File: src/rtl/uart_pkg.sv
// Shared UART definitions for the TX and RX sides.
//   uart_state_e : frame sequencer states
//   PAR_EVEN/ODD : parity type encoding as seen on the Parity_Type pin
package uart_pkg;

    typedef enum logic [2:0] {
        IDLE   = 3'd0,
        START  = 3'd1,
        DATA   = 3'd2,
        PARITY = 3'd3,
        STOP1  = 3'd4,
        STOP2  = 3'd5
    } uart_state_e;

    localparam logic PAR_EVEN = 1'b0;
    localparam logic PAR_ODD  = 1'b1;

endpackage

File: src/rtl/uart_bit_timer.sv
// Bit-period counter for the UART engines.
// Ports:
//   clk      system clock
//   rst_n    synchronous active-low reset
//   clear    force the counter to 0 (frame accept / idle)
//   cnt      current position inside the bit period, 0..CLKS_PER_BIT-1
//   bit_end  high during the last cycle of a bit period
module uart_bit_timer #(
    parameter int unsigned  CLKS_PER_BIT = 16,
    localparam int unsigned CNT_W        = (CLKS_PER_BIT > 1) ? $clog2(CLKS_PER_BIT) : 1
) (
    input  logic             clk,
    input  logic             rst_n,
    input  logic             clear,
    output logic [CNT_W-1:0] cnt,
    output logic             bit_end
);

    logic [CNT_W-1:0] cnt_q, cnt_d;

    assign bit_end = (cnt_q == CNT_W'(CLKS_PER_BIT - 1));

    always_comb begin
        cnt_d = cnt_q;
        if (clear || bit_end) begin
            cnt_d = '0;
        end else begin
            cnt_d = cnt_q + CNT_W'(1);
        end
    end

    always_ff @(posedge clk) begin
        if (!rst_n) begin
            cnt_q <= '0;
        end else begin
            cnt_q <= cnt_d;
        end
    end

    assign cnt = cnt_q;

endmodule

File: src/rtl/uart_tx_engine.sv
// UART transmit engine: start bit, DATA_WIDTH data bits LSB-first, optional parity, 1 or 2 stops.
// Ports:
//   clk, rst_n    clock and synchronous active-low reset
//   Data_Valid    request to send P_DATA (taken only while idle)
//   P_DATA        word to send
//   Parity_EN     insert parity bit
//   Parity_Type   0 even, 1 odd
//   Two_Stop      send two stop bits
//   TX_OUT        registered serial line, idle high
//   Busy          high from accept until the frame completes
//   Done          one-cycle pulse in the last cycle of the final stop bit
module uart_tx_engine
    import uart_pkg::*;
#(
    parameter int unsigned DATA_WIDTH   = 8,
    parameter int unsigned CLKS_PER_BIT = 16
) (
    input  logic                  clk,
    input  logic                  rst_n,
    input  logic                  Data_Valid,
    input  logic [DATA_WIDTH-1:0] P_DATA,
    input  logic                  Parity_EN,
    input  logic                  Parity_Type,
    input  logic                  Two_Stop,
    output logic                  TX_OUT,
    output logic                  Busy,
    output logic                  Done
);

    localparam int unsigned CNT_W = (CLKS_PER_BIT > 1) ? $clog2(CLKS_PER_BIT) : 1;
    localparam int unsigned IDX_W = $clog2(DATA_WIDTH);

    uart_state_e           state_q, state_d;
    logic [DATA_WIDTH-1:0] data_q, data_d;
    logic [IDX_W-1:0]      idx_q, idx_d;
    logic                  par_en_q, par_en_d;
    logic                  par_type_q, par_type_d;
    logic                  two_stop_q, two_stop_d;
    logic                  tx_q, tx_d;
    logic                  busy_q, busy_d;
    logic                  done_q, done_d;

    logic                  accept;
    logic                  bit_end;
    logic [CNT_W-1:0]      cnt;
    logic                  par_bit;
    logic                  final_stop;

    uart_bit_timer #(
        .CLKS_PER_BIT (CLKS_PER_BIT)
    ) u_bit_timer (
        .clk     (clk),
        .rst_n   (rst_n),
        .clear   (accept || (state_d == IDLE)),
        .cnt     (cnt),
        .bit_end (bit_end)
    );

    assign par_bit    = (par_type_q == PAR_ODD) ? ~^data_q : ^data_q;
    assign final_stop = (state_q == STOP2) || ((state_q == STOP1) && !two_stop_q);

    always_comb begin
        state_d    = state_q;
        idx_d      = idx_q;
        accept     = 1'b0;

        unique case (state_q)
            IDLE: begin
                if (Data_Valid) begin
                    accept  = 1'b1;
                    idx_d   = '0;
                    state_d = START;
                end
            end
            START: begin
                if (bit_end) state_d = DATA;
            end
            DATA: begin
                if (bit_end) begin
                    if (idx_q == IDX_W'(DATA_WIDTH - 1)) begin
                        idx_d   = '0;
                        state_d = par_en_q ? PARITY : STOP1;
                    end else begin
                        idx_d   = idx_q + IDX_W'(1);
                    end
                end
            end
            PARITY: begin
                if (bit_end) state_d = STOP1;
            end
            STOP1: begin
                if (bit_end) state_d = two_stop_q ? STOP2 : IDLE;
            end
            STOP2: begin
                if (bit_end) state_d = IDLE;
            end
            default: state_d = IDLE;
        endcase

        // Frame configuration is frozen at accept; later input changes are ignored.
        data_d     = accept ? P_DATA      : data_q;
        par_en_d   = accept ? Parity_EN   : par_en_q;
        par_type_d = accept ? Parity_Type : par_type_q;
        two_stop_d = accept ? Two_Stop    : two_stop_q;

        // Outputs are registered from next-state values so they align with the state.
        case (state_d)
            START:   tx_d = 1'b0;
            DATA:    tx_d = data_q[idx_d];
            PARITY:  tx_d = par_bit;
            default: tx_d = 1'b1;
        endcase
        busy_d = (state_d != IDLE);
        // Counter reaches its last value next cycle, inside the final stop bit.
        done_d = final_stop && (cnt == CNT_W'(CLKS_PER_BIT - 2));
    end

    always_ff @(posedge clk) begin
        if (!rst_n) begin
            state_q    <= IDLE;
            data_q     <= '0;
            idx_q      <= '0;
            par_en_q   <= 1'b0;
            par_type_q <= 1'b0;
            two_stop_q <= 1'b0;
            tx_q       <= 1'b1;
            busy_q     <= 1'b0;
            done_q     <= 1'b0;
        end else begin
            state_q    <= state_d;
            data_q     <= data_d;
            idx_q      <= idx_d;
            par_en_q   <= par_en_d;
            par_type_q <= par_type_d;
            two_stop_q <= two_stop_d;
            tx_q       <= tx_d;
            busy_q     <= busy_d;
            done_q     <= done_d;
        end
    end

    assign TX_OUT = tx_q;
    assign Busy   = busy_q;
    assign Done   = done_q;

endmodule

File: config.mk
export PLATFORM = sky130hd
export DESIGN_NAME = uart_tx_engine
export DESIGN_NICKNAME = d
export VERILOG_FILES = /design/src/rtl/uart_pkg.sv /design/src/rtl/uart_bit_timer.sv /design/src/rtl/uart_tx_engine.sv
export SDC_FILE = /design/constraint.sdc
export NUM_CORES = 1
export LEC_CHECK = 0
export ABC_AREA = 1
export CAP_MARGIN = 20
export CORE_MARGIN = 5
export CORE_UTILIZATION = 55
export CTS_BUF_LIST = sky130_fd_sc_hd__clkbuf_2 sky130_fd_sc_hd__clkbuf_4 sky130_fd_sc_hd__clkbuf_8
export CTS_CLUSTER_DIAMETER = 150
export DETAILED_ROUTE_END_ITERATION = 6
export PLACE_DENSITY = 0.9
export SYNTH_ARGS = -nofsm -noshare
export SYNTH_HDL_FRONTEND = slang
export SYNTH_SLANG_ARGS = --single-unit
File: constraint.sdc
create_clock -name clk -period 1.7 [get_ports clk]
set_input_delay 0.34 -clock clk [delete_from_list [all_inputs] [get_ports clk]]
set_output_delay 0.34 -clock clk [all_outputs]
set_load 0.02 [all_outputs]
# After elaboration in Yosys (flattened, before gate mapping)
# Index checks and enable logic that the tools add are counted.
# totals
reg_bits,24
latch_bits,0
ram_bits,0
romBits,0
wordCells,57
memories,0
# classes
n_addsub,2
mul,0
div_mod_pow,0
magnitude_cmp,1
eq_ne,11
n_shift,0
muxes,20
n_bitwise,1
n_reduce_logical,12
# ops
cell,n
two-way mux 3 bit,12
one-hot mux 3 bit (6 select lines),1
"== test 3 x 2 -> 1 bit, second input constant",4
"== test 3 bit, second input constant",3
"== test 4 bit, second input constant",2
XNOR reduction 8 bit,1
parity 8 bit,1
"== test 3 x 1 -> 1 bit, second input constant",2
zero test 3 bit,2
one-hot mux 3 bit (2 select lines),1
"adder 4 x 1 -> 4 bit, second input constant",1
"less-than comparator 3 x 4 -> 1 bit, second input constant",1
two-way mux 1 bit,4
"adder 3 x 1 -> 3 bit, second input constant",1
binary-select mux 1 bit (select 3 bit),1
logical OR 1 bit,3
one-hot mux 1 bit (3 select lines),1
nonzero test 3 bit,1
logical AND 1 bit,2
OR reduction 2 bit,1
zero test 1 bit,1
inverter 1 bit,1

# Depth between registers and ports, before layout
# Gate-level depths: netlist of run 1.
# depth
depth_word,8
mapped_depth,14
ltp_nobuf,14

# Modules after synthesis
# Synthesis of run 1 repeated with hierarchy kept, for this count alone.
# unflattened
cells_unflattened,182
hier_area_um2,1296.2
# modules_own_cells
module,instances,cells_each,area_each_um2,seq_area_each_um2
uart_tx_engine,1,162,1126.1,400.4
uart_bit_timer,1,20,170.2,80.1

# Worst setup path after synthesis of run 1
# OpenSTA, ideal clock, no wires.
# synth_path
path_kind,register to register
from,register idx_q[0]
to,"register tx_q, in the netlist TX_OUT"
setup_ns,0.112
t_arrival_ns,1.427
required_time_ns,1.588
setup_slack_ns,0.161
stages_incl_launch_ff,15
n_path_buf,0
period_less_slack_ns,1.539
path_cell_list,dfxtp_1 > ha_1 > ha_1 > inv_1 > nand2_1 > nand2_2 > nand3_4 > nand2_2 > nand2_1 > nand3_1 > nand2_1 > nand2_1 > nand3_1 > nand2_1 > nand2_1
# synth_between
elab_chain_cells,7
elab_cells_between_ends,15
# synth_lines
element,line,source
start: declaration,uart_tx_engine.sv:35,"logic [IDX_W-1:0] idx_q, idx_d;"
start signal: assignment,uart_tx_engine.sv:132,idx_q <= idx_d;
adder 3 x 1 -> 3 bit / == test 3 bit (equally long branches),"uart_tx_engine.sv:84, uart_tx_engine.sv:80",
two-way mux 3 bit,uart_tx_engine.sv:80,if (idx_q == IDX_W'(DATA_WIDTH - 1)) begin
two-way mux 3 bit,uart_tx_engine.sv:79,if (bit_end) begin
one-hot mux 3 bit (2 select lines),uart_tx_engine.sv:67,unique case (state_q)
binary-select mux 1 bit (select 3 bit),uart_tx_engine.sv:109,DATA: tx_d = data_q[idx_d];
two-way mux 1 bit (implied by the code),uart_tx_engine.sv:109,
one-hot mux 1 bit (3 select lines) (*),uart_tx_engine.sv:107,case (state_d)
end signal: assignment,uart_tx_engine.sv:136,tx_q <= tx_d;
end: declaration,uart_tx_engine.sv:39,"logic tx_q, tx_d;"
# Every way passes the cells marked *; elsewhere a longest branch is shown, timed or not. The select of a mux whose other input is x is not followed.
# A chain may end at the register's enable or synchronous reset.

# Final worst setup path of run 1
# layout_path
from,register idx_q[1]
to,"register tx_q, in the netlist TX_OUT"
# The elaborated chain is that of the path after synthesis.

==> out/results.md, run 1 <==
| Step | Result | This run |
| --- | --- | --- |
| floorplanning | Die outline area | 3480 sq um |
| clock tree | Clock sink count | 24 |
| global routing | GR Overflow Total | 0 |
| layout | Final non-filler cell total | 232 |
| worst setup path | Sum of buffers and inverters on the critical path | 1 |
| worst setup path | Worst setup path class | flip-flop to flip-flop |
| worst setup path | Arr. time, crit path | 1.85 ns |
| power | Total design power | 1.24 mW |
| route | Via total after detailed routing | 1,288 |
| global routing | Met2 global-route usage | 33.0% |
| logic synthesis | Sequential area share after synthesis | 36.4% |
| route | Vias per cell | 5.55 |
| hold path | End point of the worst hold path | data_q[2] |
| clock tree | Hold_buf cts | 0 |
| layout | Top library cells by usage in the layout, fill and taps aside | sky130_fd_sc_hd__nand2_1, sky130_fd_sc_hd__inv_1, sky130_fd_sc_hd__dfxtp_1 |
| clock tree | Clk root buf | sky130_fd_sc_hd__clkbuf_4 |
| run | Reported max-cap violation count | 0 |
| route | Routed length per placed instance | 13.4 um |
| worst setup path | Family with the most delay on the worst path | simple AND/OR/NAND/NOR gates |
| layout | Layout cells sized above 1 | 22.5% |
| global routing | Maximum number of pins on one net before global-route repair | 21 |
| logic synthesis | Cell Area, Synth | 1320 sq um |
| worst setup path | Critical path's largest stage delay | 0.39 ns |
| global routing | First-pass GRT wire length | 5220 um |
| worst setup path | Cell repeated most along the worst path | sky130_fd_sc_hd__nand2_1 |
| hold path | HP Class | flip-flop to flip-flop |
| layout | Fill cell total of the finished layout | 174 |
| worst setup path | Capturing point of the worst reg2reg path | TX_OUT |
| worst setup path | Startpoint of the lowest-slack register-to-register path | idx_q[1] |
| layout | Post-synthesis to final-layout area growth | 26.5% |
| floorplanning | Vert. Die Dim | 59.0 um |
| global routing | Overall routing resource usage | 19.4% |
| place | Final estimated routing congestion in global placement | 0.901 |
| sta | Slew at the pin with the worst max-slew slack | 0.289 ns |
| layout | Most frequent standard cell in the layout excluding fill and tap cells | sky130_fd_sc_hd__nand2_1 |
| logic synthesis | Count of synthesis-stage warnings from yosys | 0 |
| clock tree | Clock transition at the registers of the reported paths | 0.14 ns |
| worst setup path | Top fanout value on the critical path | 6 |
| outcome | Run status | complete, no violations |
| floorplanning | Starting utilization of the core area | 58.5% |
| route | First drt pass iteration count | 4 |
| global routing | Busiest layer in global routing | met2 |
| place | HPWL after detailed placement | 2440 um |
| floorplanning | Number of ports placed on the die boundary | 17 |
| layout | Diodes inserted | 0 |
| worst setup path | Critical Path Sink Type | flip-flop |
| worst setup path | Crit path max-delay cell type | sky130_fd_sc_hd__dfxtp_4 |
| logic synthesis | Yosys reg bits | 24 |
| global routing | GR Layer Usage met3 | 2.83% |
| logic synthesis | Syn avg cell area | 7.37 sq um |
| sta | Tightest slew margin relative to the limit | 80.6% |
| logic synthesis | Number of cells produced by synthesis | 179 |
| route | Number of DRC markers in iteration 0 | 67 |
| global routing | Met1 layer usage reported by global route | 23.8% |
| sta | Highest clock frequency the design can meet | 619 MHz |
| layout | Final net count | 223 |
| power | Leak Pwr | 0.727 nW |
| sta | Hold WS | 0.509 ns |
| route | Post-route ant nets | 0 |
| power | Power density of the placed cells | 741 nW/um^2 |
| clock tree | Count of H-tree levels built during CTS | 1 |
| logic synthesis | Cell taking the most area after synthesis | sky130_fd_sc_hd__dfxtp_1 |
| logic synthesis | Synth cell types | 29 |
| floorplanning | Die width | 59.0 um |
| worst setup path | Critical path required time | 1.94 ns |
| place | Number of port buffers | 16 |
| sta | Final critical-path share of the clock period | 95.0% |
| global routing | Number of global-route vias before repair | 1,217 |
| logic synthesis | Area fraction of the dominant cell type after synthesis | 36.4% |
| floorplanning | Standard cell core area | 2250 sq um |
| sta | Finish-stage setup viols | 0 |
| route | Drt drc | 0 |
| sta | Max-slew violations | 0 |
| clock tree | TritonCTS clock tree | built |
| worst setup path | Category of the worst setup path launch point | flip-flop |
| worst setup path | R2r setup slk | 0.08 ns |
| logic synthesis | Largest cells by area after synthesis | sky130_fd_sc_hd__dfxtp_1, sky130_fd_sc_hd__nand2_1, sky130_fd_sc_hd__inv_1 |
| sta | Crit path time final | 1.62 ns |
| clock tree | Clock insertion delay at the later pin of the skew report | 0.32 ns |
| sta | Maximum clock skew at final layout | 0.00880 ns |
| global routing | Antenna violations before repair | 0 |
| hold path | Number of stages on the worst hold path | 2 |
| sta | Hold violation total from the final report | 0 |
| route | Total length of routed wires | 3100 um |
| power | Maximum vdd ir drop | 0.000769 V |
| clock tree | Buffers from clock root to sink, at most | 2 |
| worst setup path | Sequence of cells on the critical path | ha_4 > ha_4 > inv_4 > nand2_1 > nand2_2 > nand3_4 > nand2_4 > nand2_1 > nand3_1 > nand2_1 > nand2_1 > nand3_1 > nand2_1 > nand2_1 |
| hold path | Startpoint of the tightest hold check path | data_q[2] |
| floorplanning | # rows | 17 |
| clock tree | CTS Buf Count | 3 |
| worst setup path | Cell depth of the worst flop-to-flop path | 14 |
| logic synthesis | Post-synth net total | 197 |
| place | Cell count after placement | 226 |
[how the worst max path moves through the flow]
stage                     startpoint     end  slack (ns)  cells after the start
after global routing        idx_q[1]  TX_OUT       -0.01                     14
after CTS                   idx_q[0]  TX_OUT        0.03                     14
after global placement    Data_Valid  TX_OUT        0.01                     11
final                       idx_q[1]  TX_OUT        0.08                     14
after floorplan             idx_q[0]  TX_OUT        0.16                     14
after detailed placement  Data_Valid  TX_OUT       -0.09                     11
[final cells by class]
cell class	instances	area, sq um	share of cell area [%]
multi-input combinational	126	790	47.3
sequential	24	489	29.3
timing repair buffer	24	220	13.2
inverter	26	100	5.99
clock buffer	4	36.3	2.17
tap	28	35.0	2.10
[kinds of logic after synthesis]
logic type,count (synthesis),share of synthesized area [%]
and+or+nand+nor,80,30.8
AOI/OAI and AO/OA,33,14.7
buffers and inverters,29,8.34
DFF,24,36.4
xor gates and xnor gates,9,5.97
adders and majority gates,4,3.79
[worst register-to-register path, stage by stage, from the launching register on]
cell and delay, ns:
sky130_fd_sc_hd__dfxtp_4 0.39, sky130_fd_sc_hd__ha_4 0.16, sky130_fd_sc_hd__ha_4 0.16, sky130_fd_sc_hd__inv_4 0.05, sky130_fd_sc_hd__nand2_1 0.05, sky130_fd_sc_hd__nand2_2 0.08
sky130_fd_sc_hd__nand3_4 0.10, sky130_fd_sc_hd__nand2_4 0.11, sky130_fd_sc_hd__nand2_1 0.06, sky130_fd_sc_hd__nand3_1 0.07, sky130_fd_sc_hd__nand2_1 0.07, sky130_fd_sc_hd__nand2_1 0.06
sky130_fd_sc_hd__nand3_1 0.06, sky130_fd_sc_hd__nand2_1 0.05, sky130_fd_sc_hd__nand2_1 0.04
[per-stage QoR]
stage | instance area, sq um | setup WS [ns] | setup TNS [ns] | util (%)
global placement | 1550 | 0.0122 | 0 | 68.6
global route | 1670 | -0.0149 | -0.0149 | 74.1
floorplan | 1320 | 0.161 | 0 | -
detailed placement | 1550 | -0.0949 | -0.0949 | 68.6
finish | 1670 | 0.0846 | 0 | 74.1
CTS | 1590 | 0.0310 | 0 | 70.5
[cells in the mapped netlist]
cell type                  number
sky130_fd_sc_hd__nor3_1         1
sky130_fd_sc_hd__nor2_4         2
sky130_fd_sc_hd__nand3_4        2
sky130_fd_sc_hd__nand2_2        5
sky130_fd_sc_hd__o21ai_1        2
sky130_fd_sc_hd__nand3b_1       2
sky130_fd_sc_hd__nand3_2        1
sky130_fd_sc_hd__nor3b_1        1
sky130_fd_sc_hd__xnor2_1        6
sky130_fd_sc_hd__clkbuf_2       1
sky130_fd_sc_hd__o211ai_2       1
sky130_fd_sc_hd__nor2_2         2
sky130_fd_sc_hd__clkbuf_1       2
sky130_fd_sc_hd__nand3b_2       1
sky130_fd_sc_hd__o221ai_1       1
sky130_fd_sc_hd__nand2_1       30
sky130_fd_sc_hd__a22oi_2        1
sky130_fd_sc_hd__nand4_1        1
sky130_fd_sc_hd__inv_2          3
sky130_fd_sc_hd__a21oi_1       10
sky130_fd_sc_hd__nor2_1        18
sky130_fd_sc_hd__dfxtp_1       24
sky130_fd_sc_hd__o211ai_1       1
sky130_fd_sc_hd__inv_1         23
sky130_fd_sc_hd__nand3_1       14
sky130_fd_sc_hd__ha_1           4
sky130_fd_sc_hd__xor2_1         3
sky130_fd_sc_hd__o21ai_2        2
sky130_fd_sc_hd__o21ai_0       15
[routing by layer]
| metal | wire, um | vias up | share of wire, % |
|---|---|---|---|
| li1 | - | 631 | - |
| met1 | 1240 | 601 | 40 |
| met2 | 1630 | 50 | 52 |
| met3 | 176 | 6 | 5.7 |
| met4 | 63 | 0 | 2.0 |
| met5 | 0 | - | 0 |
[power breakdown]
group / total, mW / leakage [nW] / switching, mW / internal [mW]
combinational: 0.292 / 0.506 / 0.157 / 0.134
clock: 0.306 / 0.0210 / 0.175 / 0.131
sequential: 0.639 / 0.199 / 0.0333 / 0.606
[timing repair]
action                     in CTS  in global routing
pin swaps                       0                  0
setup endpoints to repair       1                  5
gates resized for setup         4                 16
cloned                          0                  0
setup buffers                   0                  2
[registers in the layout (all words and copies together), names as in the netlist]
signal / count
Busy: 1
par_en_q: 1
data_q: 8
state_q: 3
u_bit_timer.cnt: 4
par_type_q: 1
Done: 1
TX_OUT: 1
idx_q: 3
two_stop_q: 1
(Power assumes the default switching activity.)
==> run 2: changes to the inputs <==
ABC_AREA = 0   (was 1)
CELL_PAD_IN_SITES_DETAIL_PLACEMENT = 1   (was unset)
CELL_PAD_IN_SITES_GLOBAL_PLACEMENT = 2   (was unset)
CORE_UTILIZATION = 34   (was 55)
PLACE_DENSITY = 0.92   (was 0.9)
==> run 2 against run 1 <==
Compared with the run above:
- the flow now finishes with violations (setup timing)
- die area grew 41%
- routed wire length up 17%
- cell count decreased by 1.7%
- global-route usage fell by 3.8 points
- critical path depth fell by 7
- critical endpoint unchanged
- design area increased by 5.6%
- clock power up 40%
- utilization fell by 22 points
- hold slack worse by 0.021 ns
- first-iteration DRC count down 4.5%
- clock skew fell by 0.0055 ns
==> out/results.md, run 2 <==
| Step | Result | This run | vs previous |
| --- | --- | --- | --- |
| route | Routed met3 length | 75 um | -57% |
| worst setup path | Origin of the worst setup path | u_bit_timer.cnt[1] |  |
| sta | Minimum setup slack in the final design | -0.360 ns | -0.445 ns |
| route | Routed length per placed instance | 16.0 um | +19% |
| sta | Hold violation total from the final report | 0 | unchanged |
| clock tree | Clock insertion delay at the later pin of the skew report | 0.32 ns | about the same |
| worst setup path | Arr. time, crit path | 2.33 ns | +0.48 ns |
| place | Final estimated routing congestion in global placement | 0.853 | -5.4% |
| floorplanning | Number of ports placed on the die boundary | 17 | unchanged |
| route | Vias per cell | 5.07 | -8.7% |
| power | Switching power | 0.318 mW | -13% |
| layout | Largest register FFs | 8 | unchanged |
| layout | Most frequent standard cell in the layout excluding fill and tap cells | sky130_fd_sc_hd__buf_4 |  |
| global routing | Overall routing resource usage | 15.6% | -3.8 points |
| logic synthesis | Post-synth net total | 159 | -19% |
| sta | Finish-stage setup viols | 2 | +2 |
| power | Total design power | 1.27 mW | +2.7% |
| floorplanning | Die outline area | 4890 sq um | +41% |
| worst setup path | Critical path required time | 1.97 ns | +0.03 ns |
| logic synthesis | Count of synthesis-stage warnings from yosys | 0 | unchanged |
| sta | Slew at the pin with the worst max-slew slack | 0.369 ns | +0.0799 ns |
| place | Number of port buffers | 16 | unchanged |
| clock tree | Clock sink count | 24 | unchanged |
| route | Total length of routed wires | 3640 um | +17% |
| worst setup path | Top fanout value on the critical path | 5 | -1 |
| clock tree | Hold_buf cts | 0 | unchanged |
| route | Number of DRC markers in iteration 0 | 64 | -4.5% |
| worst setup path | Critical Path Sink Type | flip-flop |  |
| place | HPWL after detailed placement | 2720 um | +12% |
| power | Leak Pwr | 0.699 nW | -3.7% |
| power | Maximum vdd ir drop | 0.000339 V | -56% |
| floorplanning | Vert. Die Dim | 69.9 um | +19% |
| layout | Post-synthesis to final-layout area growth | 44.5% |  |
| route | Met1 wire length | 1510 um | +22% |
| hold path | Startpoint of the tightest hold check path | par_type_q |  |
| floorplanning | Standard cell core area | 3420 sq um | +51% |
| global routing | First-pass GRT wire length | 6000 um | +15% |
| floorplanning | Die width | 69.9 um | +19% |
| route | Drt drc | 0 | unchanged |
| logic synthesis | Most common library cells after synthesis | sky130_fd_sc_hd__nand2_1, sky130_fd_sc_hd__dfxtp_1, sky130_fd_sc_hd__a21oi_1, sky130_fd_sc_hd__nor2_1, sky130_fd_sc_hd__inv_1 |  |
| hold path | HP Class | flip-flop to flip-flop |  |
| power | Logic gate share of total power | 18.3% | -5.3 points |
| route | Met2 routed WL | 2020 um | +24% |
| worst setup path | Worst setup path class | flip-flop to flip-flop |  |
| layout | Final non-filler cell total | 228 | -1.7% |
| route | First drt pass iteration count | 4 | unchanged |
| layout | Layout cells sized above 1 | 28.6% | +6.0 points |
| logic synthesis | Area fraction of the dominant cell type after synthesis | 39.3% | +2.9 points |
| layout | Fill cell total of the finished layout | 417 | +140% |
| clock tree | CTS Buf Count | 3 | unchanged |
| layout | Top library cells by usage in the layout, fill and taps aside | sky130_fd_sc_hd__buf_4, sky130_fd_sc_hd__nand2_1, sky130_fd_sc_hd__dfxtp_1 |  |
| logic synthesis | Dominant synthesized flop cell | sky130_fd_sc_hd__dfxtp_1 |  |
| place | Cell count after placement | 224 | -0.88% |
| route | Via total after detailed routing | 1,156 | -10% |
| layout | Register bank with the most flops | data_q |  |
| logic synthesis | Cell taking the most area after synthesis | sky130_fd_sc_hd__dfxtp_1 |  |
| clock tree | Buffers from clock root to sink, at most | 2 | unchanged |
| sta | Final critical-path share of the clock period | 121% | +26 points |
| logic synthesis | Most frequently used cell type in the post-synthesis netlist | sky130_fd_sc_hd__nand2_1 |  |
| sta | Maximum clock skew at final layout | 0.00331 ns | -0.00549 ns |
| layout | Diodes inserted | 0 | unchanged |
| power | Net switching share of the total power | 25.0% | -4.5 points |
| worst setup path | Category of the worst setup path launch point | flip-flop |  |
| global routing | Maximum number of pins on one net before global-route repair | 15 | -29% |
| global routing | Antenna violations before repair | 0 | unchanged |
| outcome | Run status | finished with violations |  |
| power | Internal power | 0.952 mW | +9.3% |
| logic synthesis | Largest cells by area after synthesis | sky130_fd_sc_hd__dfxtp_1, sky130_fd_sc_hd__nand2_1, sky130_fd_sc_hd__a21oi_1 |  |
| clock tree | Count of H-tree levels built during CTS | 1 | unchanged |
| sta | Tightest slew margin relative to the limit | 75.3% | -5.3 points |
| logic synthesis | Share of synthesized registers carrying an async set or reset | 0% | unchanged |
| global routing | Number of global-route vias before repair | 1,307 | +7.4% |
| route | Post-route ant nets | 0 | unchanged |
| global routing | GR Overflow Total | 0 | unchanged |
| logic synthesis | Post-synth EDFFs | 0 | unchanged |
| worst setup path | Startpoint of the lowest-slack register-to-register path | u_bit_timer.cnt[1] |  |
| logic synthesis | Cell Area, Synth | 1220 sq um | -7.5% |
| logic synthesis | Number of cells produced by synthesis | 141 | -21% |
| sta | Highest clock frequency the design can meet | 485 MHz | -22% |
| sta | Crit path time final | 2.06 ns | +0.445 ns |
| logic synthesis | Sequential area share after synthesis | 39.3% | +2.9 points |
| layout | Final net count | 201 | -9.9% |
| sta | Setup repair after global routing missed its margin | yes |  |
| logic synthesis | Syn avg cell area | 8.66 sq um | +17% |
| clock tree | TritonCTS clock tree | built |  |
| logic synthesis | Synth cell types | 38 | +31% |
| outcome | Violations in the final reports | setup timing |  |
| clock tree | Clock transition at the registers of the reported paths | 0.14 ns | about the same |
| logic synthesis | Yosys reg bits | 24 | unchanged |
| route | Highest Signal Layer | met4 |  |
| power | Fraction of power consumed by sequential logic | 47.9% | -3.8 points |
| floorplanning | Starting utilization of the core area | 35.8% | -23 points |
| power | Power density of the placed cells | 720 nW/um^2 | -2.8% |
| sta | Max-slew violations | 0 | unchanged |
| floorplanning | # rows | 21 | +4 |
| power | Proportion of power drawn by the clock network | 33.7% | +9.0 points |
| clock tree | Clk root buf | sky130_fd_sc_hd__clkbuf_4 |  |
| run | Reported max-cap violation count | 0 | unchanged |
-- run 2: power groups by stage --
| stage | clock, mW | combinational (mW) | sequential [mW] |
|---|---|---|---|
| global route | 0.468 | 0.253 | 0.612 |
| CTS | 0.437 | 0.230 | 0.609 |
| detailed placement | 0 | 0.221 | 0.621 |
| floorplan | 0 | 0.117 | 0.622 |
| finish | 0.428 | 0.233 | 0.609 |
| global placement | 0 | 0.210 | 0.619 |
-- run 2: timing repair --
action / in CTS / in global routing
buffers inserted: 1 / 0
pin swaps: 6 / 0
resized for setup: 8 / 5
endpoints found under the setup margin: 8 / 6
-- run 2: routing by layer --
metal  GRT usage (%)  up-vias
met5               0        -
met4            5.53        0
met3            2.73        6
met2            30.6       17
met1            16.2      568
li1                -      565
-- run 2: worst paths after layout --
| path | end | slack [ns] | cells after the start |
|---|---|---|---|
| hold reg to reg | par_type_q | 0.49 | 2 |
| hold / removal | par_type_q | 0.49 | 2 |
| setup / recovery | TX_OUT | -0.36 | 7 |
| setup reg to reg | TX_OUT | -0.36 | 7 |
-- run 2: layout make-up --
class	instances	area, sq um	area share, %
Multi-Input combinational cell	103	768	43.5
Sequential cell	24	483	27.4
Timing Repair Buffer	45	380	21.6
Tap cell	46	57.6	3.26
Clock inverter	1	30.0	1.70
Clock buffer	3	22.5	1.28
Inverter	6	22.5	1.28
-- run 2: worst max-delay path: stages, from the launching register on --
cell and delay, ns:
sky130_fd_sc_hd__dfxtp_2 0.38, sky130_fd_sc_hd__ha_4 0.15, sky130_fd_sc_hd__nand3_4 0.07, sky130_fd_sc_hd__or3_4 0.41, sky130_fd_sc_hd__o21ai_4 0.23, sky130_fd_sc_hd__mux2i_1 0.14
sky130_fd_sc_hd__mux4_2 0.50, sky130_fd_sc_hd__a2bb2oi_2 0.13
-- run 2: through the flow --
stage | TNS [ns] | util, % | instance area (sq um) | setup slack [ns] | hold slack, ns
floorplan | -0.364 | - | 1270 | -0.364 | 0.432
CTS | -0.458 | 51.0 | 1740 | -0.363 | 0.493
global placement | -4.25 | 48.6 | 1660 | -0.699 | 0.467
global route | -0.736 | 51.6 | 1760 | -0.416 | 0.518
detailed placement | -5.21 | 48.6 | 1660 | -0.765 | 0.474
finish | -0.482 | 51.6 | 1760 | -0.360 | 0.488
-- run 2: cell families after synthesis --
group / Yosys count / share of synthesized area (%)
multiplexers: 5 / 5.12
AO/OA/AOI/OAI: 27 / 15.1
AND/OR/NAND/NOR: 58 / 23.6
flip-flops: 24 / 39.3
buffers and inverters: 14 / 5.22
XOR/XNOR: 9 / 7.58
adder cells (fa/ha/maj): 4 / 4.10
